File: src/rtl/dmac_request_generator.sv
// DMAC request generator: splits whole-transfer requests into 16-beat bursts,
// issues Gray-coded burst IDs against the mover's response_id and flags end-of-transfer.
module dmac_request_generator #(
  parameter int C_ID_WIDTH     = 3,
  parameter int C_BURSTS_WIDTH = 8
) (
  input  logic                      s_axi_aclk,
  input  logic                      s_axi_areset,
  input  logic                      enable,
  output logic                      enabled,
  input  logic                      req_valid,
  output logic                      req_ready,
  input  logic [C_BURSTS_WIDTH-1:0] req_burst_count,
  input  logic [3:0]                req_last_burst_length,
  output logic [C_ID_WIDTH-1:0]     request_id,
  input  logic [C_ID_WIDTH-1:0]     response_id,
  output logic                      sync_id,
  output logic                      eot,
  output logic                      dm_req_valid,
  input  logic                      dm_req_ready,
  output logic [3:0]                dm_req_last_burst_length,
  output logic                      xfer_done
);

  localparam int NUM_IDS = 2 ** C_ID_WIDTH;

  typedef enum logic {
    IDLE,
    ISSUE
  } state_t;

  state_t                    state, state_next;
  logic [C_BURSTS_WIDTH-1:0] remaining;
  logic [NUM_IDS-1:0]        eot_mem;
  logic [C_ID_WIDTH-1:0]     prev_response_id;
  logic [C_ID_WIDTH-1:0]     next_id;
  logic                      accept;
  logic                      issue;
  logic                      last_burst;
  logic                      retire;

  // Gray successor: decode to binary, add one, re-encode (wraps naturally).
  function automatic logic [C_ID_WIDTH-1:0] inc_id(input logic [C_ID_WIDTH-1:0] g);
    logic [C_ID_WIDTH-1:0] b;
    b[C_ID_WIDTH-1] = g[C_ID_WIDTH-1];
    for (int i = C_ID_WIDTH - 2; i >= 0; i--) b[i] = b[i+1] ^ g[i];
    b = b + C_ID_WIDTH'(1);
    return b ^ (b >> 1);
  endfunction

  assign next_id    = inc_id(request_id);
  assign req_ready  = enabled & ~dm_req_valid & (state == IDLE);
  assign accept     = req_valid & req_ready;
  // One slot is always left empty so a full ring is distinguishable from an empty one.
  assign issue      = (state == ISSUE) && (next_id != response_id);
  assign last_burst = (remaining == '0);
  assign retire     = (response_id != prev_response_id) && eot_mem[prev_response_id];
  assign eot        = eot_mem[response_id];
  assign sync_id    = 1'b0;

  always_comb begin
    // NOTE: default assignment first so no path through the block leaves state_next unassigned (no latch).
    state_next = state;
    case (state)
      IDLE:    if (accept) state_next = ISSUE;
      ISSUE:   if (issue && last_burst) state_next = IDLE;
      default: state_next = IDLE;
    endcase
  end

  always_ff @(posedge s_axi_aclk) begin
    if (s_axi_areset) begin
      state                    <= IDLE;
      enabled                  <= 1'b0;
      request_id               <= '0;
      remaining                <= '0;
      dm_req_valid             <= 1'b0;
      dm_req_last_burst_length <= '0;
      prev_response_id         <= '0;
      xfer_done                <= 1'b0;
      // NOTE: the flag memory is reset explicitly; stale eot flags would otherwise fire bogus completions.
      eot_mem                  <= '0;
    end else begin
      // NOTE: non-blocking assignments throughout, so every update sees pre-edge values.
      state            <= state_next;
      prev_response_id <= response_id;
      xfer_done        <= retire;

      if (enable)
        enabled <= 1'b1;
      else if (state == IDLE && request_id == response_id)
        enabled <= 1'b0;

      if (accept) begin
        dm_req_valid             <= 1'b1;
        dm_req_last_burst_length <= req_last_burst_length;
        remaining                <= req_burst_count;
      end else begin
        if (dm_req_ready) dm_req_valid <= 1'b0;
        if (issue) remaining <= remaining - C_BURSTS_WIDTH'(1);
      end

      // Retire clears first; a same-cycle issue to that slot is written later and wins.
      if (retire) eot_mem[prev_response_id] <= 1'b0;
      if (issue) begin
        eot_mem[request_id] <= last_burst;
        request_id          <= next_id;
      end
    end
  end

endmodule
File: config.mk
export PLATFORM = sky130hd
export DESIGN_NAME = dmac_request_generator
export DESIGN_NICKNAME = d
export VERILOG_FILES = /design/src/rtl/dmac_request_generator.sv
export SDC_FILE = /design/constraint.sdc
export NUM_CORES = 1
export LEC_CHECK = 0
export CORE_MARGIN = 3
export CORE_UTILIZATION = 41
export CTS_CLUSTER_DIAMETER = 50
export DETAILED_ROUTE_END_ITERATION = 10
export GPL_TIMING_DRIVEN = 0
export PLACE_DENSITY = 0.74
export SLEW_MARGIN = 10
export SYNTH_ARGS = -nofsm -noshare
export SYNTH_HDL_FRONTEND = slang
export SYNTH_SLANG_ARGS = --single-unit
File: constraint.sdc
create_clock -name s_axi_aclk -period 2.21 [get_ports s_axi_aclk]
set_input_delay 0.221 -clock s_axi_aclk [delete_from_list [all_inputs] [get_ports s_axi_aclk]]
set_output_delay 0.221 -clock s_axi_aclk [all_outputs]
set_load 0.005 [all_outputs]
* After elaboration in Yosys (flattened, before gate mapping)
Cells that the tools add are included.
W data, S select, Z words.
** Word-level totals
- Register bits :: 30
** Operators by class
- Eq/ne operators :: 3
- $lt $le $gt $ge :: 5
- Reduce and logical (&&, ||, !) cells :: 10
- Bitwise logic cells :: 10
- Add/sub/neg operators :: 2
- Mux-type cells :: 21
** Operator list (count)
- $mux W8 :: 5
- $lt A3 B4 Y1 const B :: 3
- $mux W1 :: 10
- $and A8 B8 Y8 :: 1
- $bwmux W8 :: 1
- $logic_not A8 Y1 :: 1
- $not A8 Y8 :: 1
- $sub A8 B1 Y8 const B :: 1
- $bmux W1 S3 :: 2
- $demux W1 S3 :: 2
- $ge A3 B1 Y1 const B :: 2
- $logic_and A1 B1 Y1 :: 6
- $ne A3 B3 Y1 :: 2
- $reduce_bool A2 Y1 :: 3
- $add A3 B1 Y3 const B :: 1
- $and A1 B1 Y1 :: 3
- $eq A3 B3 Y1 :: 1
- $xor A3 B2 Y3 :: 1
- $not A1 Y1 :: 2
- $pmux W1 S2 :: 1
- $xor A1 B1 Y1 :: 2

* Longest topological paths before layout
Gate-level depths: netlist of run 1.
- Depth in word-level cells :: 10
- Depth in mapped cells :: 6
- Depth with buffers taken out :: 6

* Worst setup path after synthesis of run 1
No wires, ideal clock.
- Kind :: register -> register
- Start point :: reg request_id[2]
- End point :: reg remaining[3]
- Data arrival time :: 1.977 ns
- Buffers on the path :: 0
- Cell stages (with the launch flop) :: 7
- Library setup time :: 0.088 ns
- Path slack :: 0.144 ns
- Cells stage by stage :: dfxtp_1 -> inv_1 -> ha_1 -> xor2_4 -> a31o_4 -> or3_1 -> a311oi_2
** On the way
- Word-level cells in the longest chain between the ends :: 7
** Ends and longest elaborated chain
- start, declared :: RTL line 15 : output logic [C_ID_WIDTH-1:0] request_id,
- start signal, assigned :: RTL line 107 : request_id <= next_id;
- $xor A1 B1 Y1 (2 in a row) :: RTL line 46 : for (int i = C_ID_WIDTH - 2; i >= 0; i--) b[i] = b[i+1] ^ g[i];
- $add A3 B1 Y3 (*) :: RTL line 47 : b = b + C_ID_WIDTH'(1);
- $xor A3 B2 Y3 (*) :: RTL line 48 : return b ^ (b >> 1);
- $ne A3 B3 Y1 (*) :: RTL line 55 : assign issue = (state == ISSUE) && (next_id != response_id);
- $logic_and A1 B1 Y1 (*) :: RTL line 55
- $reduce_bool A2 Y1 (no line) (*)
- end signal, assigned :: RTL line 97 : remaining <= req_burst_count;
- end signal, assigned :: RTL line 100 : if (issue) remaining <= remaining - C_BURSTS_WIDTH'(1);
- end, declared :: RTL line 33 : logic [C_BURSTS_WIDTH-1:0] remaining;
Every way passes the cells marked *; elsewhere a longest branch is shown, timed or not.
A chain may end at the register's enable or synchronous reset.

* Final worst setup path of run 1
- Start point :: reg request_id[1]
- End point :: reg eot_mem[4]
** On the way
- Word-level cells in the longest chain between the ends :: 7
** Ends and longest elaborated chain
- $xor A1 B1 Y1 (2 in a row) :: RTL line 46
- $add A3 B1 Y3 :: RTL line 47
- $xor A3 B2 Y3 :: RTL line 48
- $ne A3 B3 Y1 :: RTL line 55
- $logic_and A1 B1 Y1 :: RTL line 55
- $mux W8 (*) :: RTL line 105 : if (issue) begin
- end signal, assigned by index :: RTL line 106 : eot_mem[request_id] <= last_burst;
- end, declared :: RTL line 34 : logic [NUM_IDS-1:0] eot_mem;
Marked as above.

==> results of run 1 <==
what timing repair did:
action | CTS | global route
resized for setup | 2 | 1
setup endpoints to repair | 9 | 5
pin swaps | 2 | 1
setup buffers | 2 | 0
metrics by stage:
stage	total power, mW	instance area (sq um)	utilization (%)	setup TNS [ns]
floorplan	0.7993	1819	-	0
global placement	0.8873	2162	52.17	-0.07232
detailed placement	0.8942	2162	52.17	-0.1112
CTS	1.311	2256	54.44	0
global route	1.367	2258	54.50	0
finish	1.295	2258	54.50	0
flip-flops by register name, indices dropped and copies added (netlist names):
name                      flops
dm_req_last_burst_length      4
remaining                     8
eot_mem                       8
enabled                       1
dm_req_valid                  1
xfer_done                     1
state                         1
prev_response_id              3
request_id                    3
cells in the mapped netlist, drive strengths merged:
| master | n |
|---|---|
| nor3b | 1 |
| mux2i | 2 |
| nor2b | 5 |
| o22ai | 1 |
| nand2 | 13 |
| and4 | 3 |
| and2 | 1 |
| nand2b | 9 |
| nand3b | 1 |
| o221ai | 1 |
| mux4 | 4 |
| o41ai | 1 |
| a221oi | 6 |
| ha | 6 |
| nand3 | 2 |
| or3 | 6 |
| dfxtp | 30 |
| a211oi | 5 |
| nand4 | 1 |
| o21ai | 3 |
| a311oi | 9 |
| a31o | 7 |
| clkbuf | 5 |
| xnor2 | 5 |
| buf | 6 |
| a21oi | 7 |
| xor2 | 3 |
| and3 | 1 |
| inv | 9 |
| nor4 | 5 |
| mux2 | 3 |
| a21boi | 1 |
| or4 | 1 |
| a31oi | 1 |
| nor2 | 16 |
| o31ai | 1 |
| nor3 | 1 |
| conb | 1 |
worst max-delay path, delay by kind of cell, from the launching register on:
kind                     cells  cell delay [ns]
buffers and inverters        2             0.30
XOR/XNOR                     1             0.22
AO/OA/AOI/OAI                3             0.62
flip-flops                   1             0.43
adder cells (fa/ha/maj)      1             0.39
per-layer routing:
layer  share of wire, %  global-route usage [%]  vias up
li1                   -                       -      752
met1                 48                   22.02      685
met2                 48                   27.56       25
met3                2.9                   3.719        9
met4                1.9                   6.352        0
met5                  0                       0        -
report_power, final:
| group | total, mW | switching, mW | internal, mW | leakage (nW) |
|---|---|---|---|---|
| Combinational | 0.287 | 0.152 | 0.135 | 0.499 |
| Sequential | 0.598 | 0.0295 | 0.568 | 0.246 |
| Clock | 0.411 | 0.194 | 0.216 | 0.0383 |
| Total | 1.30 | 0.376 | 0.920 | 0.783 |
cells by family (layout without fill, tap and decap cells):
family	Yosys count	count (layout)	synth area share, %
AO/OA/AOI/OAI	43	43	22.77
XOR/XNOR	8	8	4.883
adder cells (fa/ha/maj)	6	6	4.126
buffers and inverters	20	57	5.502
flip-flops	30	30	33.01
multiplexers	9	9	7.909
other	1	1	0.2061
AND/OR/NAND/NOR	66	66	21.60
final timing paths:
path	startpoint	to
setup / recovery	request_id[1]$_SDFFE_PP0N_	eot_mem[4]$_SDFF_PP0_
hold / removal	response_id[2]	prev_response_id[2]$_SDFF_PP0_
setup reg to reg	request_id[1]$_SDFFE_PP0N_	eot_mem[4]$_SDFF_PP0_
hold reg to reg	dm_req_last_burst_length[1]$_SDFFE_PP0P_	dm_req_last_burst_length[1]$_SDFFE_PP0P_
layout make-up:
class | instances | area (sq um)
clock buffers | 7 | 76.32
repair buffers | 30 | 295.3
fillers | 405 | 1886
inverters | 9 | 33.78
flip-flops and latches | 30 | 605.6
well taps | 50 | 62.56
plain buffers | 11 | 66.31
multi-input cells | 133 | 1119
layout by cell type (no fill, tap or decap), types with 3 or more instances in the layout:
| cell type | synthesis | routed |
|---|---|---|
| nand2b_1 | 8 | 8 |
| o21ai_0 | 3 | 3 |
| nor4_1 | 4 | 4 |
| mux2_2 | 3 | 3 |
| nand2_1 | 12 | 12 |
| a31o_2 | 6 | 6 |
| inv_1 | 9 | 9 |
| nor2_1 | 16 | 16 |
| a221oi_1 | 6 | 6 |
| a21oi_1 | 7 | 7 |
| clkbuf_8 | 0 | 5 |
| buf_4 | 2 | 4 |
| a311oi_1 | 5 | 5 |
| dfxtp_1 | 30 | 28 |
| xnor2_1 | 5 | 5 |
| or3_1 | 5 | 5 |
| clkdlybuf4s50_1 | 0 | 28 |
| nor2b_1 | 5 | 5 |
| a211oi_1 | 5 | 5 |
| ha_1 | 6 | 6 |
| clkbuf_1 | 5 | 7 |
| mux4_2 | 4 | 4 |
==> impl_summary.log, run 1 <==
INFO  metric outcome = complete, no violations
INFO  metric vias_in_the_first_global_route = 1480
INFO  metric drc = 0
INFO  metric finalNonFillerCells = 270
INFO  metric start_util = 43.90%
INFO  metric ys.warnings.count = 0
INFO  metric netlist.area_leader.share = 33.01%
INFO  metric largest_net_degree_at_the_start_of_global_routing = 11
INFO  metric cts_num_sinks = 30
INFO  metric final_max_slew_viol_count = 0
INFO  metric syn_to_final_growth = 24.14%
INFO  metric synth_cell_type_count = 50
INFO  metric final-hold-violation-count = 0
INFO  metric antenna_left = 0
INFO  metric floorplan.rows = 23
INFO  metric finalClockSkew = 0.004376 ns
INFO  metric gpl.final_weighted_congestion = 0.8156
INFO  metric slew_headroom = 62.04%
INFO  metric floorplan.io_pins = 33
INFO  metric clk_path_buf_depth = 2
INFO  metric path_clk_slew = 0.06 ns
INFO  metric starting_drc_count_in_detailed_routing = 138
INFO  metric grtUsageTotal = 16.98%
INFO  metric post_route_cells_drive_above_1_share = 19.09%
INFO  metric arrival = 2.24 ns
INFO  metric detailedRoute.firstPassIterationCount = 4
INFO  metric routed_via_density = 5.448
INFO  metric number_of_buffers_added_to_fix_hold_violations_after_cts = 0
INFO  metric clock_insertion_delay_worst_skew = 0.27 ns
INFO  metric core_area = 4144 sq um
INFO  metric hold_ws = 0.2361 ns
INFO  metric critical_path.startpoint_type = flop
INFO  metric post_synth.cell_area_avg = 9.941 sq um
INFO  metric crit_slowest_cell = dfxtp_2
INFO  metric path_cells = inv_1, ha_1, xor2_4, a311oi_4, buf_4, a221oi_1, a31o_2
INFO  metric tritoncts_clock_tree = yes
INFO  metric crit_path_max_incr_delay = 0.43 ns
INFO  metric fin_crit_sh = 93.64%
INFO  metric power.leakage = 0.7833 nW
INFO  metric ys_seq_area_share = 33.01%
INFO  metric number_of_antenna_violations_at_the_first_check_in_global_routing = 0
INFO  metric cp_max_fo = 9
INFO  metric worst_setup_path_end_kind = flop
INFO  metric min_period = 2.070 ns
INFO  metric cts.htree.levels = 2
INFO  metric fin_ws = 0.1405 ns
INFO  metric maxClockFrequency = 483.2 MHz
INFO  metric tightest_slew = 0.5695 ns
INFO  metric grt_setup_unrepaired = false
INFO  metric synthesis.nets = 209
INFO  metric ir_worst_vdd = 268.6 uV
INFO  metric total_congestion_overflow_after_global_routing = 0
INFO  metric antennaDiodeCount = 0
INFO  metric cell_area_after_technology_mapping = 1819 sq um
INFO  metric dp.final_hpwl = 2.913 mm
INFO  metric timing.setup.critical_path_class = reg2reg
INFO  metric max_cap_violations = 0
INFO  metric grt_pass1_wl = 6.982 mm
INFO  metric setup_viol = 0
INFO  metric synthCells = 183
INFO  metric place_inst = 261
INFO  metric data_required_time_at_the_worst_endpoint = 2.38 ns
INFO  metric die-area = 5272 sq um
INFO  metric place_ws = -0.03164 ns
INFO  metric finalNetCount = 246
INFO  metric cts_inserted_buffers = 5
INFO  metric min_path_type = in2reg
INFO  metric holdPathStages = 2
INFO  metric detailroute.via_count = 1471
INFO  metric ff2ff_path_depth = 7
INFO  metric die_height = 72.61 microns
INFO  metric synth-seq-cells = 30
INFO  metric fp.dieW = 72.61 microns
INFO  metric yosys-top-cells-area = dfxtp_1 (33%), mux4_2 (5.0%), ha_1 (4.1%)
INFO  metric detail_route.wl_per_cell = 14.98 microns
INFO  metric root_driver = clkbuf_8
INFO  metric cellPowerDensity = 573.5 nW/um^2
INFO  metric totalWireLength = 4.045 mm
INFO  metric synth.largest_area_cell = dfxtp_1
INFO  metric reg2reg_slack = 0.14 ns
INFO  metric io_buffers = 28
Note: power is estimated with default switching activity, not from simulation.
==> run 2: changes to the inputs <==
CTS_BUF_LIST = sky130_fd_sc_hd__clkbuf_16   (was default)
==> impl_summary.log, run 2 (same netlist as run 1, synthesis figures left out) <==
INFO  metric outcome = complete, no violations
INFO  metric fillCellCount = 399
INFO  metric max_cap_violations = 0
INFO  metric die_height = 72.61 microns
INFO  metric cts.htree.levels = 2
INFO  metric finalNetCount = 247
INFO  metric antennaDiodeCount = 0
INFO  metric dp.final_hpwl = 2.913 mm
INFO  metric syn_to_final_growth = 27.65%
INFO  metric routed_via_density = 5.542
INFO  metric worst_setup_path_end_kind = flop
INFO  metric clock_insertion_delay_worst_skew = 0.27 ns
INFO  metric dpl_cell_area = 2162 sq um
INFO  metric cts_inserted_buffers = 5
INFO  metric post_route_cells_drive_above_1_share = 19.46%
INFO  metric arrival = 2.24 ns
INFO  metric ir_worst_vdd = 257.6 uV
INFO  metric finalClockSkew = 0.001741 ns
INFO  metric vias_in_the_first_global_route = 1500
INFO  metric maxClockFrequency = 482.7 MHz
INFO  metric drc = 0
INFO  metric tns = 0 ns
INFO  metric cp_max_fo = 9
INFO  metric detailedRoute.firstPassIterationCount = 5
INFO  metric start_util = 43.90%
INFO  metric io_buffers = 28
INFO  metric floorplan.rows = 23
INFO  metric total_power = 1.515 mW
INFO  metric timing.setup.critical_path_class = reg2reg
INFO  metric number_of_buffers_added_to_fix_hold_violations_after_cts = 0
INFO  metric final_max_slew_viol_count = 0
INFO  metric grt_setup_unrepaired = false
INFO  metric clk_path_buf_depth = 2
INFO  metric largest_net_degree_at_the_start_of_global_routing = 11
INFO  metric antenna_left = 0
INFO  metric final-hold-violation-count = 0
INFO  metric detailroute.via_count = 1502
INFO  metric fp.dieW = 72.61 microns
INFO  metric grt_pass1_wl = 7.031 mm
INFO  metric min_period = 2.071 ns
INFO  metric critical_path.startpoint_type = flop
INFO  metric fin_area = 2322 sq um
INFO  metric reg_top3 = eot_mem: 8 flops, remaining: 8 flops, dm_req_last_burst_length: 4 flops
INFO  metric reg2reg_slack = 0.14 ns
INFO  metric die-area = 5272 sq um
INFO  metric place_inst = 261
INFO  metric tightest_slew = 0.5594 ns
INFO  metric grtUsageTotal = 17.41%
INFO  metric totalWireLength = 4.138 mm
INFO  metric root_driver = clkbuf_16
INFO  metric gpl.final_weighted_congestion = 0.8156
INFO  metric core_area = 4144 sq um
INFO  metric floorplan.io_pins = 33
INFO  metric number_of_antenna_violations_at_the_first_check_in_global_routing = 0
INFO  metric min_path_type = in2reg
INFO  metric starting_drc_count_in_detailed_routing = 136
INFO  metric mostFrequentLayoutCells = dfxtp_1 (28), clkdlybuf4s50_1 (28), nor2_1 (16)
INFO  metric cellPowerDensity = 652.3 nW/um^2
INFO  metric cts_num_sinks = 30
INFO  metric total_congestion_overflow_after_global_routing = 0
INFO  metric setup_viol = 0
INFO  metric tritoncts_clock_tree = yes
INFO  metric data_required_time_at_the_worst_endpoint = 2.38 ns
INFO  metric finalNonFillerCells = 271
INFO  metric slew_headroom = 62.70%
INFO  metric power.leakage = 0.8226 nW
INFO  metric detail_route.wl_per_cell = 15.27 microns
INFO  metric path_clk_slew = 0.05 ns
INFO  metric fin_crit_sh = 93.73%
## run 2: cell types whose count changed in the layout (fill, tap and decap cells not counted), sizes merged
cell | before | now
buf | 8 | 9
clkbuf | 12 | 10
inv | 9 | 11
## run 2: per-stage QoR
stage / hold WS, ns / util (%) / setup WS, ns
global placement: 0.4412 / 52.17 / -0.02243
detailed placement: 0.4454 / 52.17 / -0.03164
global route: 0.2535 / 56.04 / 0.01669
finish: 0.2412 / 56.04 / 0.1385
floorplan: 0.3384 / - / 0.1444
CTS: 0.2423 / 55.98 / 0.09363
## run 2: layout make-up
| cell class | instances | area (sq um) | share of cell area [%] |
|---|---|---|---|
| inverter | 9 | 33.78 | 1.455 |
| buffer | 11 | 66.31 | 2.856 |
| tap | 50 | 62.56 | 2.694 |
| clock buffer | 5 | 125.1 | 5.388 |
| timing repair buffer | 31 | 302.8 | 13.04 |
| multi-input combinational | 133 | 1119 | 48.17 |
| clock inverter | 2 | 7.507 | 0.3233 |
| sequential | 30 | 605.6 | 26.08 |
## run 2: worst paths after layout
path	cells past startpoint	endpoint	from
worst max-delay path	7	eot_mem[4]$_SDFF_PP0_	request_id[1]$_SDFFE_PP0N_
worst min-delay path	2	prev_response_id[2]$_SDFF_PP0_	response_id[2]
worst max register to register	7	eot_mem[4]$_SDFF_PP0_	request_id[1]$_SDFFE_PP0N_
worst min register to register	2	dm_req_last_burst_length[1]$_SDFFE_PP0P_	dm_req_last_burst_length[1]$_SDFFE_PP0P_
## run 2: what timing repair did
action | 4_1_cts | 5_1_grt
buffers inserted | 3 | 0
endpoints found under the setup margin | 9 | 5
pin swaps | 2 | 1
gates resized for setup | 2 | 1
## run 2: worst max-delay path, cell delays in order, from the launching register on
cell	delay [ns]
dfxtp_2	0.42
inv_1	0.09
ha_1	0.38
xor2_4	0.22
a311oi_4	0.34
buf_4	0.19
a221oi_1	0.08
a31o_2	0.24
## run 2: where the power goes
| part | total (mW) | internal (mW) | switching (mW) |
|---|---|---|---|
| registers | 0.599 | 0.570 | 0.0290 |
| logic | 0.288 | 0.136 | 0.152 |
| clock network | 0.628 | 0.401 | 0.227 |
## run 2: routing by layer
metal,part of all wire (%),vias to the layer above,global-route usage [%]
li1,-,752,-
met1,47,709,22.02
met2,46,32,27.86
met3,4.7,9,4.132
met4,2.4,0,8.197
met5,0,-,0
==> run 3: changes to the inputs <==
SKIP_LAST_GASP = 1   (was default)
==> results of run 3 <==
No change in the layout: final DEF, timing and power equal those of run 2.
